`src/rtl/nes_joypad.sv`:
```
// Controller port pair at $4016/$4017: strobe latch, two 8-bit serial shift
// registers, and frame-locked turbo for A/B.
module nes_joypad #(
    parameter int TURBO_FRAMES = 2
) (
    input  logic        i_cpu_clk,
    input  logic        i_rstn_nes,
    input  logic        i_bus_en,
    input  logic [15:0] i_bus_addr,
    input  logic        i_bus_wn,
    input  logic [7:0]  i_bus_wdata,
    input  logic        i_vblank,
    input  logic [9:0]  i_jp_vec_1p,
    input  logic [9:0]  i_jp_vec_2p,
    output logic        o_jp_hit,
    output logic [7:0]  o_jp_rdata
);

    localparam logic [3:0] TURBO_LAST = 4'(TURBO_FRAMES - 1);

    logic [9:0] r_btn_1p, r_btn_2p;
    logic       r_vb_d;
    logic [3:0] r_turbo_cnt;
    logic       r_turbo_phase;
    logic       r_strobe;
    logic [7:0] r_sh_1p, r_sh_2p;

    // Serial order seen by the game, LSB first.
    function automatic logic [7:0] snapshot(input logic [9:0] btn, input logic phase);
        logic eff_a, eff_b;
        eff_a = btn[5] | (btn[3] & phase);
        eff_b = btn[4] | (btn[2] & phase);
        return {btn[6], btn[7], btn[8], btn[9], btn[0], btn[1], eff_b, eff_a};
    endfunction

    logic       sel_4016, sel_4017;
    logic       rd_1p, rd_2p, wr_strobe, vb_edge;
    logic [7:0] snap_1p, snap_2p;
    logic       bit_1p, bit_2p;
    logic       unused_wdata;

    assign sel_4016  = (i_bus_addr == 16'h4016);
    assign sel_4017  = (i_bus_addr == 16'h4017);
    assign rd_1p     = i_bus_en & i_bus_wn & sel_4016;
    assign rd_2p     = i_bus_en & i_bus_wn & sel_4017;
    assign wr_strobe = i_bus_en & ~i_bus_wn & sel_4016;
    assign vb_edge   = i_vblank & ~r_vb_d;

    assign snap_1p = snapshot(r_btn_1p, r_turbo_phase);
    assign snap_2p = snapshot(r_btn_2p, r_turbo_phase);

    // While strobing, the port is transparent to the live A button.
    assign bit_1p = r_strobe ? snap_1p[0] : r_sh_1p[0];
    assign bit_2p = r_strobe ? snap_2p[0] : r_sh_2p[0];

    assign o_jp_hit   = rd_1p | rd_2p;
    assign o_jp_rdata = o_jp_hit ? {7'b0100_000, (rd_2p ? bit_2p : bit_1p)} : 8'h00;

    // Only bit 0 of the strobe write is meaningful.
    assign unused_wdata = ^i_bus_wdata[7:1];

    always_ff @(posedge i_cpu_clk) begin
        if (!i_rstn_nes) begin
            r_btn_1p      <= '0;
            r_btn_2p      <= '0;
            r_vb_d        <= 1'b0;
            r_turbo_cnt   <= '0;
            r_turbo_phase <= 1'b0;
            r_strobe      <= 1'b0;
            r_sh_1p       <= 8'hFF;
            r_sh_2p       <= 8'hFF;
        end else begin
            r_btn_1p <= i_jp_vec_1p;
            r_btn_2p <= i_jp_vec_2p;
            r_vb_d   <= i_vblank;

            if (vb_edge) begin
                if (r_turbo_cnt == TURBO_LAST) begin
                    r_turbo_cnt   <= '0;
                    r_turbo_phase <= ~r_turbo_phase;
                end else begin
                    r_turbo_cnt <= r_turbo_cnt + 4'd1;
                end
            end

            if (wr_strobe) begin
                r_strobe <= i_bus_wdata[0];
            end

            // Reload uses the current strobe, so a write of 0 still gets one last load.
            if (r_strobe) begin
                r_sh_1p <= snap_1p;
                r_sh_2p <= snap_2p;
            end else begin
                if (rd_1p) r_sh_1p <= {1'b1, r_sh_1p[7:1]};
                if (rd_2p) r_sh_2p <= {1'b1, r_sh_2p[7:1]};
            end
        end
    end

endmodule

```
`config.mk`:
```
export PLATFORM = sky130hd
export DESIGN_NAME = nes_joypad
export DESIGN_NICKNAME = d
export VERILOG_FILES = /design/src/rtl/nes_joypad.sv
export SDC_FILE = /design/constraint.sdc
export NUM_CORES = 1
export LEC_CHECK = 0
export CAP_MARGIN = 40
export CORE_ASPECT_RATIO = 1.4
export CORE_MARGIN = 2
export CORE_UTILIZATION = 30
export DETAILED_ROUTE_END_ITERATION = 10
export MAX_ROUTING_LAYER = met4
export SLEW_MARGIN = 20
export SYNTH_ARGS = -nofsm -noshare
export SYNTH_HDL_FRONTEND = slang
export SYNTH_SLANG_ARGS = --single-unit
export TNS_END_PERCENT = 10
```
`constraint.sdc`:
```
create_clock -name i_cpu_clk -period 3.05 [get_ports i_cpu_clk]
set_input_delay 0.4575 -clock i_cpu_clk [delete_from_list [all_inputs] [get_ports i_cpu_clk]]
set_output_delay 0.4575 -clock i_cpu_clk [all_outputs]
set_load 0.01 [all_outputs]
```
### Word-level counts from Yosys, hierarchy flattened

Index checks and enable logic that the tools add are counted.

| operators by class | value |
|---|---|
| add/subtract/negate cells | 1 |
| equality and inequality tests | 3 |
| bitwise gates (word level) | 18 |
| reductions and logical operators | 3 |
| multiplexer cells | 9 |

Operators with widths:

| kind | number |
|---|---|
| 16-bit by 15-bit == test with 1-bit output (second input constant) | 2 |
| 8-bit 2-to-1 mux | 4 |
| 1-bit bitwise AND | 10 |
| 7-bit 2-to-1 mux | 1 |
| 1-bit bitwise OR | 5 |
| 4-bit by 1-bit adder with 4-bit output (second input constant) | 1 |
| 4-bit by 1-bit == test with 1-bit output (second input constant) | 1 |
| 4-bit 2-to-1 mux | 1 |
| 2-bit nonzero test | 2 |
| 1-bit 2-to-1 mux | 3 |
| 1-bit inverter | 3 |
| 2-bit AND reduction | 1 |

| word-level totals | value |
|---|---|
| logic and storage cells | 42 |
| bits of input ports | 49 |
| bits in registers | 43 |
| output and inout bits | 9 |

### Longest topological paths before layout

| depth | value |
|---|---|
| depth after elaboration | 5 |
| mapped depth | 6 |
| depth with buffers taken out | 4 |

### Worst setup path before layout

OpenSTA, ideal clock, no wires.

| timing path | value |
|---|---|
| kind | input-to-output |
| start | input port i_bus_addr[9] |
| end | output port o_jp_rdata[0] |
| arrival | 2.006 ns |
| path buffers | 0 |
| slack | 0.586 ns |
| stages on the path | 4 |
| data required time | 2.592 ns |
| cell sequence | or4b_4 -> nor4_4 -> nand2_2 -> o32ai_1 |

| between the ends | value |
|---|---|
| longest elaborated chain between the ends | 4 |
| elaborated cells between the ends (all ways) | 7 |
| classes of those cells | eq/ne: 2; mux: 2; bitwise: 3 |

RTL lines:

| what | RTL line | source |
|---|---|---|
| from (decl) | 9 | `input logic [15:0] i_bus_addr,` |
| 16-bit by 15-bit == test with 1-bit output (on tied branches) | 43, 42 |  |
| 1-bit bitwise AND (on tied branches) | 45, 44 |  |
| 1-bit 2-to-1 mux / 1-bit bitwise OR (equally long branches) | 57, 56 |  |
| 7-bit 2-to-1 mux * | 57 | `assign o_jp_rdata = o_jp_hit ? {7'b0100_000, (rd_2p ? bit_2p : bit_1p)} : 8'h00;` |
| to (decl) | 16 | `output logic [7:0] o_jp_rdata` |

Mark *: on every way between the ends. The rest lies on a longest branch, timed or not.

### Worst setup path after layout

| timing path | value |
|---|---|
| start | input port i_bus_addr[5] |
| end | output port o_jp_rdata[0] |

Same word-level chain as after synthesis.

==> results_dict.tcl <==
set metrics [dict create \
    totalWireLength_mm 3.80 \
    seqPwrFrac_pct 48.9 \
    synth_area_per_cell_um2 9.06 \
    post_cts_resized 3 \
    power_density_over_the_cells_nw_per_um2 480 \
    cpLargestDelayFamily "simple AND/OR/NAND/NOR gates" \
    yosys_warnings 0 \
    antenna_viol_nets_final 0 \
    areaGrowthSynthToFinish_pct 36.1 \
    register_area_um2 861 \
    synthFlopType "sky130_fd_sc_hd__dfxtp_1" \
    netlist.area_leader.share_pct 47.1 \
    clkSinkCount 43 \
    tightestPinTransition_ps 527 \
    synth-edff-count 0 \
    pin_count 58 \
    fin_nets 300 \
    p_clk_share_pct 43.0 \
    cts-root-buf "sky130_fd_sc_hd__clkbuf_8" \
    skew_ps 7.90 \
    achievable-frequency_mhz 340 \
    crit_start_category "input pin" \
    yosysMostFrequentCell "sky130_fd_sc_hd__dfxtp_1" \
    timing.setup.critical_path_class "input pin to output pin" \
    antenna-diode-count 0 \
    period_share_pct 96.5 \
    clock_tree_from_tritoncts "built" \
    gp_congestion 0.718 \
    vdd.ir_drop.worst_v 0.000472 \
    grt_util_all_layers_pct 12.2 \
    detailedRoute.firstPassIterationCount 4 \
    drt-initial-drc-count 60 \
    synth-seq-cells 43 \
    detailedPlacementHpwl_mm 2.75 \
    initial_core_utilization_pct 31.2 \
    fin_ws_ps 107 \
    routed_metal_1_wire_length_mm 1.70 \
    grt_setup_unrepaired "false" \
    post_route_cells_drive_above_1_share_pct 10.3 \
    met2_routed_wirelength_mm 1.73 \
    post_layout_nonfiller_instances 322 \
    timing.max_cap.violations 0 \
    detail_route.wl_per_cell_um 11.8 \
    io_buffer_count 44 \
    rows 33 \
    worstPathArrival_ps 2490 \
    cp_num_buf_inv 2 \
    power.leakage_nw 0.960 \
    worst_slew_margin_rel_pct 64.8 \
    fillers 620 \
    cts_made_buffers 5 \
    critical-path-max-stage-delay_ps 570 \
    clock_insertion_delay_worst_skew_ps 300 \
    routed_via_density 4.78 \
    syn_std_cell_area_um2 1830 \
    endpoint_kind "output pin" \
    timing.critical_path.fanout_max 2 \
    hold_violations 0 \
    number_of_global_route_vias_before_repair 1426 \
    slew_viol_final 0 \
    multi_input_area_um2 863 \
    largest_net_degree_at_the_start_of_global_routing 42 \
    yosysSeqAreaShare_pct 47.1 \
    setup_total_negative_slack_ps 0 \
    dieArea_um2 6750 \
    ys_async_sr_fraction_pct 0 \
    hold_class "flip-flop to flip-flop" \
    pre_cts_slack_ps -206 \
    netlist_instances 202 \
    final-setup-viol-count 0 \
    cts-root-to-sink-buffers 2 \
    via_count 1540 \
    cts_htree_levels 2 \
    met3_length_um 279 \
    yosys.cell_types.count 38 \
    grt_pass1_wl_mm 6.42 \
    internal_power_mw 0.968 \
    finalCriticalPeriod_ps 2940 \
    comb_power_share_pct 8.1 \
    synth.largest_area_cell "sky130_fd_sc_hd__dfxtp_1" \
    status "completed" \
    hold_fix_buffer_count_after_cts 0 \
    timing.critical_path.slowest_stage_cell "sky130_fd_sc_hd__or4b_4" \
    route.detailed.drc 0 \
    floorplan.core_area_um2 5860 \
    die_width_um 70.0 \
    number_of_placed_instances_taps_included 314 \
    maxUsedRoutingLayer "met4" \
    crit_chain "clkdlybuf4s50_1 -> or4b_4 -> nor4_4 -> nand2_2 -> o32ai_1 -> dlygate4sd2_1" \
    grt_antenna_before_repair 0 \
    die-height_um 96.4 \
    post_cts_setup_bufs 0 \
    synth_top_cells_by_area "sky130_fd_sc_hd__dfxtp_1, sky130_fd_sc_hd__and2_1, sky130_fd_sc_hd__nor2_1" \
    swShare_pct 19.0 \
    synth_top_cells_by_count "sky130_fd_sc_hd__dfxtp_1, sky130_fd_sc_hd__and2_1, sky130_fd_sc_hd__nor2_1" \
    switching_power_mw 0.228 \
    timing.critical_path.required_ps 2590 \
    grt_overflow_total 0 \
    fin_util_pct 42.5 \
    path_clk_slew_ps 80 \
]
==> layout make-up <==
type                            instances  share of cell area [%]
Timing Repair Buffer                   56                    21.2
Tap cell                               70                    3.52
Sequential cell                        43                    34.6
Multi-Input combinational cell        140                    34.7
Clock buffer                            6                    2.91
Inverter                                5                   0.754
Clock inverter                          2                    2.41
==> path summary, 6_finish.rpt <==
| path | depth (start not counted) | slack (ps) | from | end |
|---|---|---|---|---|
| worst min register to register | 2 | 460 | r_btn_1p[8] | r_sh_1p[5] |
| worst min-delay path | 2 | 460 | r_btn_1p[8] | r_sh_1p[5] |
| worst max register to register | 5 | 1750 | r_strobe | r_sh_1p[1] |
| worst max-delay path | 6 | 110 | i_bus_addr[5] | o_jp_rdata[0] |
==> flip-flops by register name (all words and copies together), names as in the netlist <==
register       cells
r_btn_2p          10
r_turbo_phase      1
r_vb_d             1
r_turbo_cnt        4
r_sh_2p            8
r_strobe           1
r_sh_1p            8
r_btn_1p          10
==> cells in the final DEF, fill, tap and decap left out, drive strengths merged, types with 2 or more instances in the layout <==
master and count:
a211oi 5, a21boi 3, a21oi 11, a221oi 2, a311oi 8, and2 22, buf 12, bufinv 2
clkbuf 6, clkdlybuf4s50 41, conb 6, dfxtp 43, dlygate4sd2 3, inv 5, nand2 11, nand3 4
nand3b 2, nand4 2, nor2 21, nor2b 3, nor3 11, nor4 3, o21ai 4, or3 6
or4b 2, xnor2 2, xor2 2
==> worst reg2reg max path, delay by kind of cell, from the launching register on <==
family | cells | cell delay [ps]
flops | 1 | 330
simple gates | 3 | 490
compound gates | 1 | 180
buf+inv | 1 | 220
==> logic make-up (layout without fill, tap and decap cells) <==
family / after synthesis / after routing / synth area share, %
flip-flops: 43 / 43 / 47.1
other: 1 / 6 / 0.205
AND/OR/NAND/NOR: 93 / 93 / 29.7
AO/OA/AOI/OAI: 37 / 37 / 14.4
XOR/XNOR: 4 / 4 / 1.92
buffers and inverters: 24 / 69 / 6.77
==> power groups by stage <==
stage	Sequential (mW)	Clock, mW	Combinational (mW)
finish	0.585	0.515	0.0966
global route	0.587	0.552	0.106
CTS	0.585	0.530	0.0980
detailed placement	0.598	0	0.0978
global placement	0.598	0	0.0969
floorplan	0.596	0	0.0415
==> metal layers <==
metal,GRT usage (%),vias up
li1,-,788
met3,3.01,6
met5,-,-
met4,5.29,0
met1,14.6,690
met2,19.7,56
==> metrics by stage <==
stage	power, mW	instance area (um2)	hold slack [ps]
final	1.20	2490	458
after global routing	1.25	2490	473
after CTS	1.21	2490	463
after detailed placement	0.696	2360	451
after global placement	0.695	2360	449
after floorplan	0.638	1850	435
Note: power is estimated with default switching activity, not from simulation.
